### config.mk
export PLATFORM = sky130hd
export DESIGN_NAME = uart_cmd_parser
export DESIGN_NICKNAME = d
export VERILOG_FILES = /design/src/rtl/uart_cmd_pkg.sv /design/src/rtl/hex_char_decoder.sv /design/src/rtl/uart_cmd_parser.sv
export SDC_FILE = /design/constraint.sdc
export NUM_CORES = 1
export LEC_CHECK = 0
export ABC_CLOCK_PERIOD_IN_PS = 4700
export CAP_MARGIN = 30
export CELL_PAD_IN_SITES_DETAIL_PLACEMENT = 1
export CELL_PAD_IN_SITES_GLOBAL_PLACEMENT = 2
export CORE_MARGIN = 8
export CORE_UTILIZATION = 40
export CTS_BUF_LIST = sky130_fd_sc_hd__clkbuf_16
export DETAILED_ROUTE_END_ITERATION = 16
export PLACE_DENSITY = 0.95
export SYNTH_ARGS = -nofsm -noshare
export SYNTH_HDL_FRONTEND = slang
export SYNTH_SLANG_ARGS = --single-unit
### constraint.sdc
create_clock -name clk -period 4.7 [get_ports clk]
set_clock_uncertainty 0.05 [all_clocks]
set_input_delay 0.705 -clock clk [delete_from_list [all_inputs] [get_ports clk]]
set_output_delay 0.705 -clock clk [all_outputs]
set_load 0.01 [all_outputs]
### src/rtl/uart_cmd_pkg.sv
// Shared constants for the UART command parser: FSM state encoding and the
// ASCII characters the parser recognises.
package uart_cmd_pkg;

  localparam logic [2:0] ST_IDLE    = 3'd0;
  localparam logic [2:0] ST_ADDR_HI = 3'd1;
  localparam logic [2:0] ST_ADDR_LO = 3'd2;
  localparam logic [2:0] ST_DATA_HI = 3'd3;
  localparam logic [2:0] ST_DATA_LO = 3'd4;
  localparam logic [2:0] ST_TERM    = 3'd5;
  localparam logic [2:0] ST_DISCARD = 3'd6;

  localparam logic [7:0] CH_W_UC = 8'h57;
  localparam logic [7:0] CH_W_LC = 8'h77;
  localparam logic [7:0] CH_R_UC = 8'h52;
  localparam logic [7:0] CH_R_LC = 8'h72;
  localparam logic [7:0] CH_CR   = 8'h0D;
  localparam logic [7:0] CH_LF   = 8'h0A;

  function automatic logic is_term_char(input logic [7:0] c);
    return (c == CH_CR) || (c == CH_LF);
  endfunction

endpackage

### src/rtl/hex_char_decoder.sv
// Combinational ASCII hex digit decoder: '0'-'9', 'a'-'f', 'A'-'F' -> nibble.
module hex_char_decoder (
  input  logic [7:0] ch_i,
  output logic       is_hex_o,
  output logic [3:0] nibble_o
);

  always_comb begin
    is_hex_o = 1'b0;
    nibble_o = 4'h0;
    if (ch_i >= 8'h30 && ch_i <= 8'h39) begin
      is_hex_o = 1'b1;
      nibble_o = ch_i[3:0];
    end else if ((ch_i >= 8'h61 && ch_i <= 8'h66) || (ch_i >= 8'h41 && ch_i <= 8'h46)) begin
      // Letters a-f / A-F have low nibble 1..6, so add 9 to get 10..15.
      is_hex_o = 1'b1;
      nibble_o = ch_i[3:0] + 4'd9;
    end
  end

endmodule

### src/rtl/uart_cmd_parser.sv
// Parses "Waadd<term>" / "Raa<term>" ASCII hex commands from a UART byte stream
// and offers them on a valid/ready interface, with inter-byte timeout.
module uart_cmd_parser
  import uart_cmd_pkg::*;
#(
  parameter int unsigned TIMEOUT_CYCLES = 50000000
) (
  input  logic       clk,
  input  logic       rst,
  input  logic [7:0] rx_data,
  input  logic       new_rx_data,
  output logic       cmd_valid,
  input  logic       cmd_ready,
  output logic       cmd_write,
  output logic [7:0] cmd_addr,
  output logic [7:0] cmd_data,
  output logic       cmd_err,
  output logic       busy
);

  localparam int TW = $clog2(TIMEOUT_CYCLES + 1);

  logic [2:0]    state_q, state_d;
  logic [7:0]    addr_q, addr_d, data_q, data_d;
  logic          wr_q, wr_d;
  logic [TW-1:0] timer_q, timer_d;
  logic          valid_q, valid_d, owrite_q, owrite_d, err_q, err_d;
  logic [7:0]    oaddr_q, oaddr_d, odata_q, odata_d;
  logic          is_hex, is_term;
  logic [3:0]    nibble;

  hex_char_decoder u_hex (
    .ch_i     (rx_data),
    .is_hex_o (is_hex),
    .nibble_o (nibble)
  );

  assign is_term = is_term_char(rx_data);

  always_comb begin
    state_d  = state_q;
    addr_d   = addr_q;
    data_d   = data_q;
    wr_d     = wr_q;
    timer_d  = timer_q;
    valid_d  = valid_q;
    owrite_d = owrite_q;
    oaddr_d  = oaddr_q;
    odata_d  = odata_q;
    err_d    = 1'b0;
    if (valid_q && cmd_ready) valid_d = 1'b0;

    if (new_rx_data) begin
      timer_d = '0;
      case (state_q)
        ST_IDLE: begin
          if (rx_data == CH_W_UC || rx_data == CH_W_LC) begin
            wr_d    = 1'b1;
            state_d = ST_ADDR_HI;
          end else if (rx_data == CH_R_UC || rx_data == CH_R_LC) begin
            wr_d    = 1'b0;
            state_d = ST_ADDR_HI;
          end else if (!is_term) begin
            state_d = ST_DISCARD;
          end
        end
        ST_ADDR_HI, ST_ADDR_LO: begin
          if (is_hex) begin
            addr_d = {addr_q[3:0], nibble};
            if (state_q == ST_ADDR_HI) state_d = ST_ADDR_LO;
            else if (wr_q)             state_d = ST_DATA_HI;
            else begin
              data_d  = 8'h00;
              state_d = ST_TERM;
            end
          end else begin
            state_d = ST_DISCARD;
          end
        end
        ST_DATA_HI, ST_DATA_LO: begin
          if (is_hex) begin
            data_d  = {data_q[3:0], nibble};
            state_d = (state_q == ST_DATA_HI) ? ST_DATA_LO : ST_TERM;
          end else begin
            state_d = ST_DISCARD;
          end
        end
        ST_TERM: begin
          if (is_term) begin
            state_d = ST_IDLE;
            // A held, unaccepted command makes this one an overrun.
            if (!valid_q || cmd_ready) begin
              valid_d  = 1'b1;
              owrite_d = wr_q;
              oaddr_d  = addr_q;
              odata_d  = data_q;
            end else begin
              err_d = 1'b1;
            end
          end else begin
            state_d = ST_DISCARD;
          end
        end
        ST_DISCARD: begin
          if (is_term) begin
            err_d   = 1'b1;
            state_d = ST_IDLE;
          end
        end
        default: state_d = ST_IDLE;
      endcase
    end else if (state_q != ST_IDLE) begin
      if (timer_q == TW'(TIMEOUT_CYCLES - 1)) begin
        err_d   = 1'b1;
        state_d = ST_IDLE;
        timer_d = '0;
      end else begin
        timer_d = timer_q + 1'b1;
      end
    end else begin
      timer_d = '0;
    end
  end

  always_ff @(posedge clk or posedge rst) begin
    if (rst) begin
      state_q  <= ST_IDLE;
      addr_q   <= 8'h00;
      data_q   <= 8'h00;
      wr_q     <= 1'b0;
      timer_q  <= '0;
      valid_q  <= 1'b0;
      owrite_q <= 1'b0;
      oaddr_q  <= 8'h00;
      odata_q  <= 8'h00;
      err_q    <= 1'b0;
    end else begin
      state_q  <= state_d;
      addr_q   <= addr_d;
      data_q   <= data_d;
      wr_q     <= wr_d;
      timer_q  <= timer_d;
      valid_q  <= valid_d;
      owrite_q <= owrite_d;
      oaddr_q  <= oaddr_d;
      odata_q  <= odata_d;
      err_q    <= err_d;
    end
  end

  assign cmd_valid = valid_q;
  assign cmd_write = owrite_q;
  assign cmd_addr  = oaddr_q;
  assign cmd_data  = odata_q;
  assign cmd_err   = err_q;
  assign busy      = (state_q != ST_IDLE);

endmodule

---- After elaboration in Yosys (flattened, before gate mapping) ----
Cells that the tools add are included.
word-level totals
  register bits after elaboration ......... 65
  bits in latches ......................... 0
  memory bits (writable) .................. 0
  bits in read-only memories .............. 0
  logic and storage cells ................. 100
  memories ................................ 0
operators by class
  add/sub/neg operators ................... 2
  multipliers ............................. 0
  divide/modulo/power cells ............... 0
  $lt $le $gt $ge ......................... 6
  equality and inequality tests ........... 19
  shift-type cells ........................ 0
  mux-type cells .......................... 40
  bitwise gates (word level) .............. 0
  reduce and logical (&&, ||, !) cells .... 23
operators by type and width
  kind                   number
  $mux 26                3
  $mux 3                 11
  $eq 8x7->1 const B     4
  $mux 8                 4
  $add 26x1->26 const B  1
  $eq 26x26->1 const B   1
  $eq 8x4->1 const B     2
  $ge 8x7->1 const B     2
  $le 8x7->1 const B     2
  $mux 1                 16
  $pmux 8 s2             1
  $pmux 3 s5             1
  $eq 3x3->1 const B     3
  $ge 8x6->1 const B     1
  $le 8x6->1 const B     1
  $mux 4                 2
  $ne 2x2->1 const B     4
  $reduce_and 4->1       2
  $reduce_bool 2->1      4
  $eq 3x2->1 const B     2
  $reduce_and 3->1       2
  $reduce_and 6->1       1
  $logic_or 1x1->1       5
  $ne 5x5->1 const B     1
  10 further kinds       14

---- Logic depth before layout (Yosys ltp) ----
Gate-level depths: netlist (run 1).
  depth in word-level cells ............... 8
  depth in mapped cells ................... 8

---- Hierarchy ----
From an unflattened synthesis (run 1), not the netlist that was laid out.
second synthesis, totals
  cells, all modules ...................... 314
  area, all modules ....................... 3331.9 um^2
by module, submodules not included
  module            times used  cells each  area an instance (um^2)  seq. area each (um^2)
  uart_cmd_parser   1           295         3154.3                   1626.6
  hex_char_decoder  1           19          177.7                    0.0

---- Worst setup path after synthesis (run 1) ----
Ideal clock, no wire load.
  kind .................................... input -> register
  start ................................... in rx_data[0]
  end ..................................... reg oaddr_q[6], in the netlist cmd_addr[6]
  library setup time ...................... 0.125 ns
  arrival time ............................ 2.399 ns
  path slack .............................. 2.126 ns
  cell stages on the path ................. 8
  buffers on the path ..................... 1
  cell sequence ........................... inv_1 > ha_1 > mux2i_1 > nor4_2 > nand2_2 > nor3b_4 > buf_12 > mux2_4
on the way
  cells in the longest elaborated chain, start to end .. 3
  elaborated cells on any way between the ends .. 4
  classes of those cells .................. 2 x eq/ne; 2 x reduce/logical
RTL lines
  element                         RTL line                RTL
  start, declared                 uart_cmd_parser.sv:10   input logic [7:0] rx_data,
  $eq 8x4->1                      uart_cmd_pkg.sv:21      return (c == CH_CR) || (c == CH_LF);
  $logic_or 1x1->1 (*)            uart_cmd_pkg.sv:21
  $reduce_and 4->1 (no line) (*)  -
  end signal, assigned            uart_cmd_parser.sv:145  oaddr_q <= oaddr_d;
  end, declared                   uart_cmd_parser.sv:28   logic [7:0] oaddr_q, oaddr_d, odata_q, odata_d;
Mark *: on every way between the ends. The rest lies on a longest branch, timed or not.
A chain may end at the register's enable or synchronous reset.

---- Worst setup path in the final report (run 1) ----
  start ................................... in rx_data[1]
  end ..................................... reg oaddr_q[1], in the netlist cmd_addr[1]
The elaborated chain is that of the path after synthesis.

==> results.sh, run 1 <==
export IMPL_fin_crit_sh_pct=65.4
export IMPL_required_ns=4.86
export IMPL_synth_simple_area_share_pct=19.9
export IMPL_postSynthAreaPerCell_um2=10.9
export IMPL_ir_worst_vdd_v=0.000160
export IMPL_reg2reg_slack_ns=2.18
export IMPL_routed_wl_um=7740
export IMPL_die_area_um2=11300
export IMPL_cp_cell_sequence="clkdlybuf4s50_1 -> inv_1 -> ha_1 -> mux2i_1 -> nor4_2 -> nand2_2 -> nor3b_4 -> buf_4 -> mux2_2"
export IMPL_min_to="cmd_addr[3]"
export IMPL_io_pins=32
export IMPL_synth_top_area_cell="dfrtp_1"
export IMPL_critPathKind="input pin to flop"
export IMPL_maxCapViolCount=0
export IMPL_hp_class="flop to flop"
export IMPL_rows=33
export IMPL_grt_max_degree=44
export IMPL_drive_gt1_share_pct=15.0
export IMPL_drtPass1Iterations=4
export IMPL_drc=0
export IMPL_rr_endpoint="timer_q[16]"
export IMPL_cts_tree="done"
export IMPL_setup_viol=0
export IMPL_drt_iter0_markers=61
export IMPL_portBuffers=31
export IMPL_synth_top_family_by_area="simple AND/OR/NAND/NOR gates"
export IMPL_postCtsSetupRepairBufs=0
export IMPL_leakagePower_uw=0.00170
export IMPL_gp_congestion=0.764
export IMPL_start_util_pct=40.5
export IMPL_cp_arrival_ns=3.23
export IMPL_ys_warn_count=0
export IMPL_yosysTopAreaCellShare_pct=49.9
export IMPL_hold_viol_final=0
export IMPL_ys_ff_latch=65
export IMPL_muxShareOfSynthArea_pct=9.72
export IMPL_cts_hold_buffers=0
export IMPL_antenna_cells=0
export IMPL_overflow=0
export IMPL_clk_pin_slew_ns=0.05
export IMPL_post_cts_resize_count=0
export IMPL_crit_path_top_delay_cell="nor4_2"
export IMPL_max_stage_delay_ns=0.54
export IMPL_ys_types=50
export IMPL_fp_dieH_um=106
export IMPL_ant_nets=0
export IMPL_async_flop_share_pct=100
export IMPL_antenna_found_initial=0
export IMPL_grt_util_all_layers_pct=14.9
export IMPL_reg2reg_depth=5
export IMPL_vias=2401
export IMPL_crit_family="buffers and inverters"
export IMPL_synthTopCellsByArea="dfrtp_1, mux2_4, mux2_2, nor2_1, xnor2_1"
export IMPL_rsz0062_at_grt="false"
export IMPL_place_hpwl_um=5660
export IMPL_final_setup_tns_ns=0
export IMPL_slew_violations=0
export IMPL_synth_xor_area_share_pct=7.26
export IMPL_yosysSeqAreaShare_pct=49.9
export IMPL_synth_edf_count=0
export IMPL_status="complete, no violations"
export IMPL_holdPathStages=1
export IMPL_synth_nets=316
export IMPL_synthAdderAreaFrac_pct=1.92
export IMPL_synth_most_common_cell="dfrtp_1"
export IMPL_clockBufferDepth=2
export IMPL_slew_headroom_pct=40.0
export IMPL_synthCells=299
export IMPL_synthFlopType="dfrtp_1"
export IMPL_p_per_area_nw_per_um2=366
export IMPL_grt_pass1_vias=2687
export IMPL_nFillCells=886
export IMPL_core_area_um2=8050
export IMPL_synth_compound_area_share_pct=8.33
export IMPL_chipWidth_um=106
export IMPL_wl_per_cell_um=17.4
export IMPL_critPathLaunchType="input pin"
export IMPL_worst_pin_slew_ns=0.898
export IMPL_max_freq_mhz=325
export IMPL_power_uw=1440
export IMPL_finalCoreUtilization_pct=48.7
export IMPL_area_growth_pct=20.3
export IMPL_cp_buffers_inverters=3
export IMPL_synth_area_um2=3260
export IMPL_numCtsBuffers=9
export IMPL_via_per_inst=5.38
export IMPL_path_max_fanout=17
export IMPL_whs_ns=0.453
export IMPL_clock_sinks=65
export IMPL_grt_pass1_wl_um=13300
export IMPL_hp_start="cmd_addr[3]"
export IMPL_reg2reg_from="timer_q[0]"
export IMPL_synthTopCellsByCount="dfrtp_1, nor2_1, nand2_1"
export IMPL_post_route_min_period_ns=3.08
export IMPL_root_buffer="clkbuf_16"
export IMPL_endpoint_kind="flop"
export IMPL_insertion_delay_ns=0.32
export IMPL_fin_nets=353
export IMPL_h_tree_depth=3
[where the power goes]
part | internal, uW | switching [uW]
registers | 601 | 56.8
logic | 88.5 | 122
clock network | 345 | 223
total | 1030 | 402
[area by class of cell]
cell class | count | area, um2 | area share [%]
clock buffers | 9 | 225 | 5.75
clock inverters | 7 | 28.8 | 0.734
inverters | 9 | 33.8 | 0.862
multi-input cells | 216 | 1540 | 39.2
flip-flops and latches | 65 | 1630 | 41.5
well taps | 105 | 131 | 3.35
repair buffers | 35 | 338 | 8.62
[flip-flops by register name, summed over array words and instances, names as in the netlist]
register / count
state_q: 3
cmd_addr: 8
data_q: 8
cmd_write: 1
addr_q: 8
timer_q: 26
cmd_err: 1
wr_q: 1
cmd_data: 8
cmd_valid: 1
[metal layers]
metal  GRT usage (%)  wire (um)  vias to the layer above
met3            2.78        224                       12
met2            24.6       3890                       33
met5               0          0                        -
li1                -          -                     1124
met4            7.64        150                        0
met1            18.4       3480                     1232
[placed cells by master, fill, tap and decap left out, drive strengths merged, types with 2 or more instances in the layout]
| cell type | instances |
|---|---|
| o211ai | 2 |
| xor2 | 13 |
| nand4 | 8 |
| ha | 5 |
| o31ai | 4 |
| mux2 | 23 |
| nand2 | 24 |
| clkinv | 6 |
| nor4 | 5 |
| buf | 4 |
| and3 | 8 |
| nor3b | 4 |
| mux2i | 2 |
| nor2 | 38 |
| nand3 | 10 |
| or3 | 4 |
| a22o | 8 |
| a21oi | 3 |
| dfrtp | 65 |
| nand2b | 5 |
| a21o | 2 |
| o21ai | 11 |
| xnor2 | 14 |
| clkbuf | 9 |
| nor3 | 5 |
| or4 | 2 |
| inv | 10 |
| or2 | 2 |
| clkdlybuf4s50 | 31 |
[kinds of logic after synthesis]
logic type / after synthesis
flip-flops: 65
buffers and inverters: 18
XOR/XNOR: 27
multiplexers: 25
AO/OA/AOI/OAI: 38
AND/OR/NAND/NOR: 121
adder cells (fa/ha/maj): 5
[through the flow]
stage / instance area (um2) / worst slack, ns / instances
detailed placement: 3660 / 1.30 / 429
finish: 3920 / 1.62 / 446
global placement: 3660 / 1.45 / 429
global route: 3920 / 1.47 / 446
floorplan: 3260 / 2.13 / 299
CTS: 3920 / 1.65 / 445
[worst max path at each step]
stage	cells past startpoint	start	endpoint	slack (ns)
floorplan	8	rx_data[0]	cmd_addr[6]	2.13
global placement	9	rx_data[0]	cmd_addr[1]	1.45
detailed placement	9	rx_data[1]	cmd_addr[1]	1.30
CTS	9	rx_data[1]	cmd_data[6]	1.65
global route	8	rx_data[1]	addr_q[7]	1.47
finish	9	rx_data[1]	cmd_addr[1]	1.62
(Power assumes the default switching activity.)
==> run 2: changes to the inputs <==
ABC_CLOCK_PERIOD_IN_PS = 2500   (was 4700)
CORE_UTILIZATION = 34   (was 40)
PLACE_DENSITY = 0.88   (was 0.95)
clock period = 2.5 ns   (was 4.7 ns; I/O delays follow)
==> results.sh, run 2 (synthesized netlist as in run 1, its figures left out) <==
export IMPL_largest_reg_flops=26
export IMPL_place_hpwl_um=5830
export IMPL_start_util_pct=35.1
export IMPL_numCtsBuffers=9
export IMPL_setup_viol=0
export IMPL_status="complete, no violations"
export IMPL_drt_iter0_markers=72
export IMPL_chipWidth_um=114
export IMPL_wl_per_cell_um=16.9
export IMPL_critPathKind="input pin to flop"
export IMPL_p_per_area_nw_per_um2=702
export IMPL_nFillCells=1049
export IMPL_routed_wl_um=8250
export IMPL_final_common_cell="dfrtp_1"
export IMPL_fin_crit_sh_pct=95.5
export IMPL_antenna_found_initial=0
export IMPL_dpl_instance_area_um2=3870
export IMPL_rows=35
export IMPL_h_tree_depth=3
export IMPL_gp_congestion=0.829
export IMPL_cts_tree="done"
export IMPL_drive_gt1_share_pct=20.3
export IMPL_grt_max_degree=35
export IMPL_ant_nets=0
export IMPL_grt_pass1_wl_um=13900
export IMPL_required_ns=2.66
export IMPL_cp_arrival_ns=2.55
export IMPL_via_per_inst=4.99
export IMPL_reg2reg_slack_ns=0.33
export IMPL_rr_endpoint="timer_q[12]"
export IMPL_worst_pin_slew_ns=0.719
export IMPL_fp_dieH_um=114
export IMPL_maxCapViolCount=0
export IMPL_ir_worst_vdd_v=0.000283
export IMPL_drc=0
export IMPL_clock_sinks=65
export IMPL_cts_hold_buffers=0
export IMPL_leakagePower_uw=0.00181
export IMPL_regMostFlops="timer_q"
export IMPL_portBuffers=31
export IMPL_die_area_um2=13000
export IMPL_rsz0062_at_grt="false"
export IMPL_grt_util_all_layers_pct=13.5
export IMPL_power_uw=2920
export IMPL_area_growth_pct=27.8
export IMPL_root_buffer="clkbuf_16"
export IMPL_grt_pass1_vias=2747
export IMPL_endpoint_kind="flop"
export IMPL_drtPass1Iterations=4
export IMPL_fin_nets=372
export IMPL_reg2reg_depth=6
export IMPL_path_max_fanout=8
export IMPL_final_cell_mix="dfrtp_1, nor2_1, clkdlybuf4s50_1"
export IMPL_reg2reg_from="timer_q[0]"
export IMPL_hp_class="input pin to asynchronous set/reset pin"
export IMPL_max_freq_mhz=419
export IMPL_insertion_delay_ns=0.33
export IMPL_clockBufferDepth=2
export IMPL_post_route_min_period_ns=2.39
export IMPL_final_cell_area_um2=4160
export IMPL_hold_viol_final=0
export IMPL_slew_headroom_pct=52.0
export IMPL_io_pins=32
export IMPL_critPathLaunchType="input pin"
export IMPL_core_area_um2=9280
export IMPL_vias=2439
export IMPL_slew_violations=0
export IMPL_clk_pin_slew_ns=0.06
export IMPL_finalCoreUtilization_pct=44.8
export IMPL_antenna_cells=0
export IMPL_overflow=0
==> run 2: cell count changes in the layout (fill, tap and decap cells not counted) <==
cell and change:
buf_4 +18, clkinv_1 -3, buf_12 +2, clkinvlp_4 +2
buf_2 -1, bufinv_16 +1, nor4_2 -1, nor4_4 +1
==> run 2: critical path, stage by stage <==
cell and delay (ns):
clkdlybuf4s50_1 0.55, inv_1 0.09, ha_1 0.20, buf_4 0.14
o21bai_1 0.18, a211oi_2 0.10, buf_4 0.17, o211ai_1 0.20
buf_4 0.20, mux2_2 0.34
==> run 2: area by class of cell <==
cell class,instances,area (um2),share of cell area (%)
Timing Repair Buffer,54,508,12.2
Tap cell,129,161,3.88
Inverter,9,33.8,0.812
Clock inverter,7,62.6,1.50
Sequential cell,65,1630,39.1
Multi-Input combinational cell,216,1550,37.1
Clock buffer,9,225,5.41
==> run 2: where the power goes <==
group,switching [uW],leakage (uW),internal [uW]
combinational,265,0.000770,207
sequential,96.5,0.000898,1130
clock,464,0.000140,760
==> run 2: worst max path at each step <==
stage | start | endpoint
detailed placement | rx_data[1] | cmd_data[4]
global placement | rx_data[1] | cmd_data[0]
global route | rx_data[1] | addr_q[6]
CTS | rx_data[1] | cmd_data[4]
floorplan | rx_data[0] | cmd_addr[6]
finish | rx_data[1] | addr_q[6]
==> run 2: metrics by stage <==
step | worst slack (ns) | hold slack (ns) | std cells | TNS, ns
detailed placement | -0.261 | 0.444 | 473 | -6.76
floorplan | 0.256 | 0.411 | 299 | 0
CTS | 0.0517 | 0.460 | 489 | 0
global route | 0.0269 | 0.468 | 489 | 0
global placement | -0.163 | 0.432 | 473 | -3.66
finish | 0.113 | 0.440 | 489 | 0
==> run 2: routing by layer <==
| layer | GRT usage, % | up-vias | wire length (um) |
|---|---|---|---|
| met5 | 0 | - | 0 |
| met2 | 21.8 | 44 | 4010 |
| met3 | 2.75 | 10 | 252 |
| met4 | 5.50 | 0 | 130 |
| met1 | 17.3 | 1224 | 3850 |
| li1 | - | 1161 | - |
==> run 2: timing repair <==
action                                  4_1_cts  5_1_grt
buffers inserted                              0        0
endpoints found under the setup margin        0       17
resized for setup                             0        1
==> run 3: changes to the inputs <==
CORE_ASPECT_RATIO = 1.2   (was default)
==> results.sh, run 3 (synthesized netlist as in run 1, its figures left out) <==
export IMPL_status="complete, no violations"
export IMPL_place_hpwl_um=5970
export IMPL_finalCoreUtilization_pct=44.7
export IMPL_largest_reg_flops=26
export IMPL_hold_viol_final=0
export IMPL_path_max_fanout=17
export IMPL_root_buffer="clkbuf_16"
export IMPL_portBuffers=31
export IMPL_switching_share_pct=25.9
export IMPL_pwr_share_clk_pct=45.7
export IMPL_power_internal_uw=2300
export IMPL_post_cts_resize_count=0
export IMPL_setup_viol=0
export IMPL_grt_max_degree=45
export IMPL_required_ns=2.66
export IMPL_numCtsBuffers=9
export IMPL_final_cell_mix="dfrtp_1, nor2_1, clkdlybuf4s50_1"
export IMPL_worst_pin_slew_ns=0.509
export IMPL_critPathKind="input pin to flop"
export IMPL_h_tree_depth=3
export IMPL_hp_class="input pin to asynchronous set/reset pin"
export IMPL_wl_per_cell_um=17.2
export IMPL_routed_wl_um=8320
export IMPL_drt_iter0_markers=78
export IMPL_grt_util_all_layers_pct=14.0
export IMPL_crit_family="simple AND/OR/NAND/NOR gates"
export IMPL_die_area_um2=13000
export IMPL_drtPass1Iterations=4
export IMPL_slew_headroom_pct=66.0
export IMPL_regMostFlops="timer_q"
export IMPL_clockBufferDepth=2
export IMPL_critPathLaunchType="input pin"
export IMPL_dpl_instance_area_um2=3870
export IMPL_max_freq_mhz=424
export IMPL_start_util_pct=34.6
export IMPL_via_per_inst=5.07
export IMPL_chipWidth_um=105
export IMPL_rsz0062_at_grt="false"
export IMPL_gp_congestion=0.783
export IMPL_drive_gt1_share_pct=20.7
export IMPL_antenna_found_initial=0
export IMPL_core_area_um2=9420
export IMPL_fin_crit_sh_pct=94.4
export IMPL_io_pins=32
export IMPL_cts_tree="done"
export IMPL_cp_buffers_inverters=2
export IMPL_vias=2458
export IMPL_power_frac_seq_pct=39.9
export IMPL_fin_nets=374
export IMPL_maxCapViolCount=0
export IMPL_max_stage_delay_ns=0.43
export IMPL_final_setup_tns_ns=0
export IMPL_post_route_min_period_ns=2.36
export IMPL_cp_arrival_ns=2.52
export IMPL_grt_pass1_vias=2792
export IMPL_switchingPower_uw=803
export IMPL_leakagePower_uw=0.00185
export IMPL_drc=0
export IMPL_ant_nets=0
export IMPL_crit_path_top_delay_cell="clkdlybuf4s50_1"
export IMPL_cts_hold_buffers=0
export IMPL_overflow=0
export IMPL_slew_violations=0
export IMPL_ir_worst_vdd_v=0.000318
export IMPL_area_growth_pct=29.2
export IMPL_final_cell_area_um2=4210
export IMPL_endpoint_kind="flop"
export IMPL_power_uw=3100
export IMPL_final_common_cell="dfrtp_1"
export IMPL_p_per_area_nw_per_um2=737
export IMPL_antenna_cells=0
export IMPL_clk_pin_slew_ns=0.06
export IMPL_postCtsSetupRepairBufs=0
export IMPL_cp_cell_sequence="clkdlybuf4s50_1 -> or3_4 -> nor4_2 -> nand2_2 -> nor3b_4 -> buf_12 -> mux2_2"
export IMPL_grt_pass1_wl_um=14300
export IMPL_insertion_delay_ns=0.33
export IMPL_clock_sinks=65
export IMPL_fp_dieH_um=123
export IMPL_rows=39
export IMPL_p_comb_share_pct=14.4
run 3: changes by cell type in the layout (fill, tap and decap cells not counted):
| cell | change |
|---|---|
| clkinvlp_4 | -2 |
| nor4_2 | +1 |
| bufinv_16 | +2 |
| buf_4 | +2 |
| clkinv_1 | -1 |
| clkinv_2 | -1 |
| clkinv_4 | +1 |
| inv_1 | +1 |
| nor4_4 | -1 |
run 3: layer usage:
layer  vias to the layer above  GRT usage (%)  part of all wire [%]  wire (um)
li1                       1165              -                     -          -
met1                      1249           15.4                    42       3490
met2                        33           25.1                    53       4400
met3                        11           3.08                   2.9        244
met4                         0           6.79                   2.2        184
met5                         -              0                     0          0
run 3: power by group through the flow:
stage	Combinational, uW	Clock [uW]	Sequential [uW]
floorplan	324	0	1190
global placement	425	0	1250
detailed placement	446	0	1250
CTS	454	1450	1240
global route	502	1480	1250
finish	445	1420	1240
run 3: worst paths after layout:
kind	to	startpoint	cells past startpoint	slack (ns)
max in group asynchronous	timer_q[12]	rst	3	1.42
min in group clk	data_q[6]	data_q[6]	1	0.45
worst max register to register	cmd_addr[0]	state_q[2]	6	0.24
worst max-delay path	cmd_addr[0]	rx_data[6]	7	0.14
worst min register to register	data_q[6]	data_q[6]	1	0.45
worst min-delay path	cmd_data[6]	rst	2	0.34
run 3: area by class of cell:
class / instances / area, um2
inverters: 9 / 33.8
well taps: 123 / 154
repair buffers: 56 / 523
flip-flops and latches: 65 / 1630
clock inverters: 7 / 111
fillers: 1006 / 5210
clock buffers: 9 / 225
multi-input cells: 216 / 1540
run 3: metrics by stage:
| stage | hold slack, ns | setup slack [ns] | instances |
|---|---|---|---|
| 2_1_floorplan | 0.411 | 0.256 | 299 |
| 3_3_place_gp | 0.433 | -0.103 | 469 |
| 3_5_place_dp | 0.433 | -0.273 | 469 |
| 4_1_cts | 0.350 | 0.0712 | 485 |
| 5_1_grt | 0.390 | 0.0364 | 485 |
| 6_report | 0.343 | 0.141 | 485 |
run 3: worst register-to-register path, cell delays in order, from the launching register on:
cell	delay, ns
dfrtp_1	0.52
inv_1	0.21
nor4_2	0.44
nand2_2	0.14
nor3b_4	0.22
buf_12	0.20
mux2_2	0.36
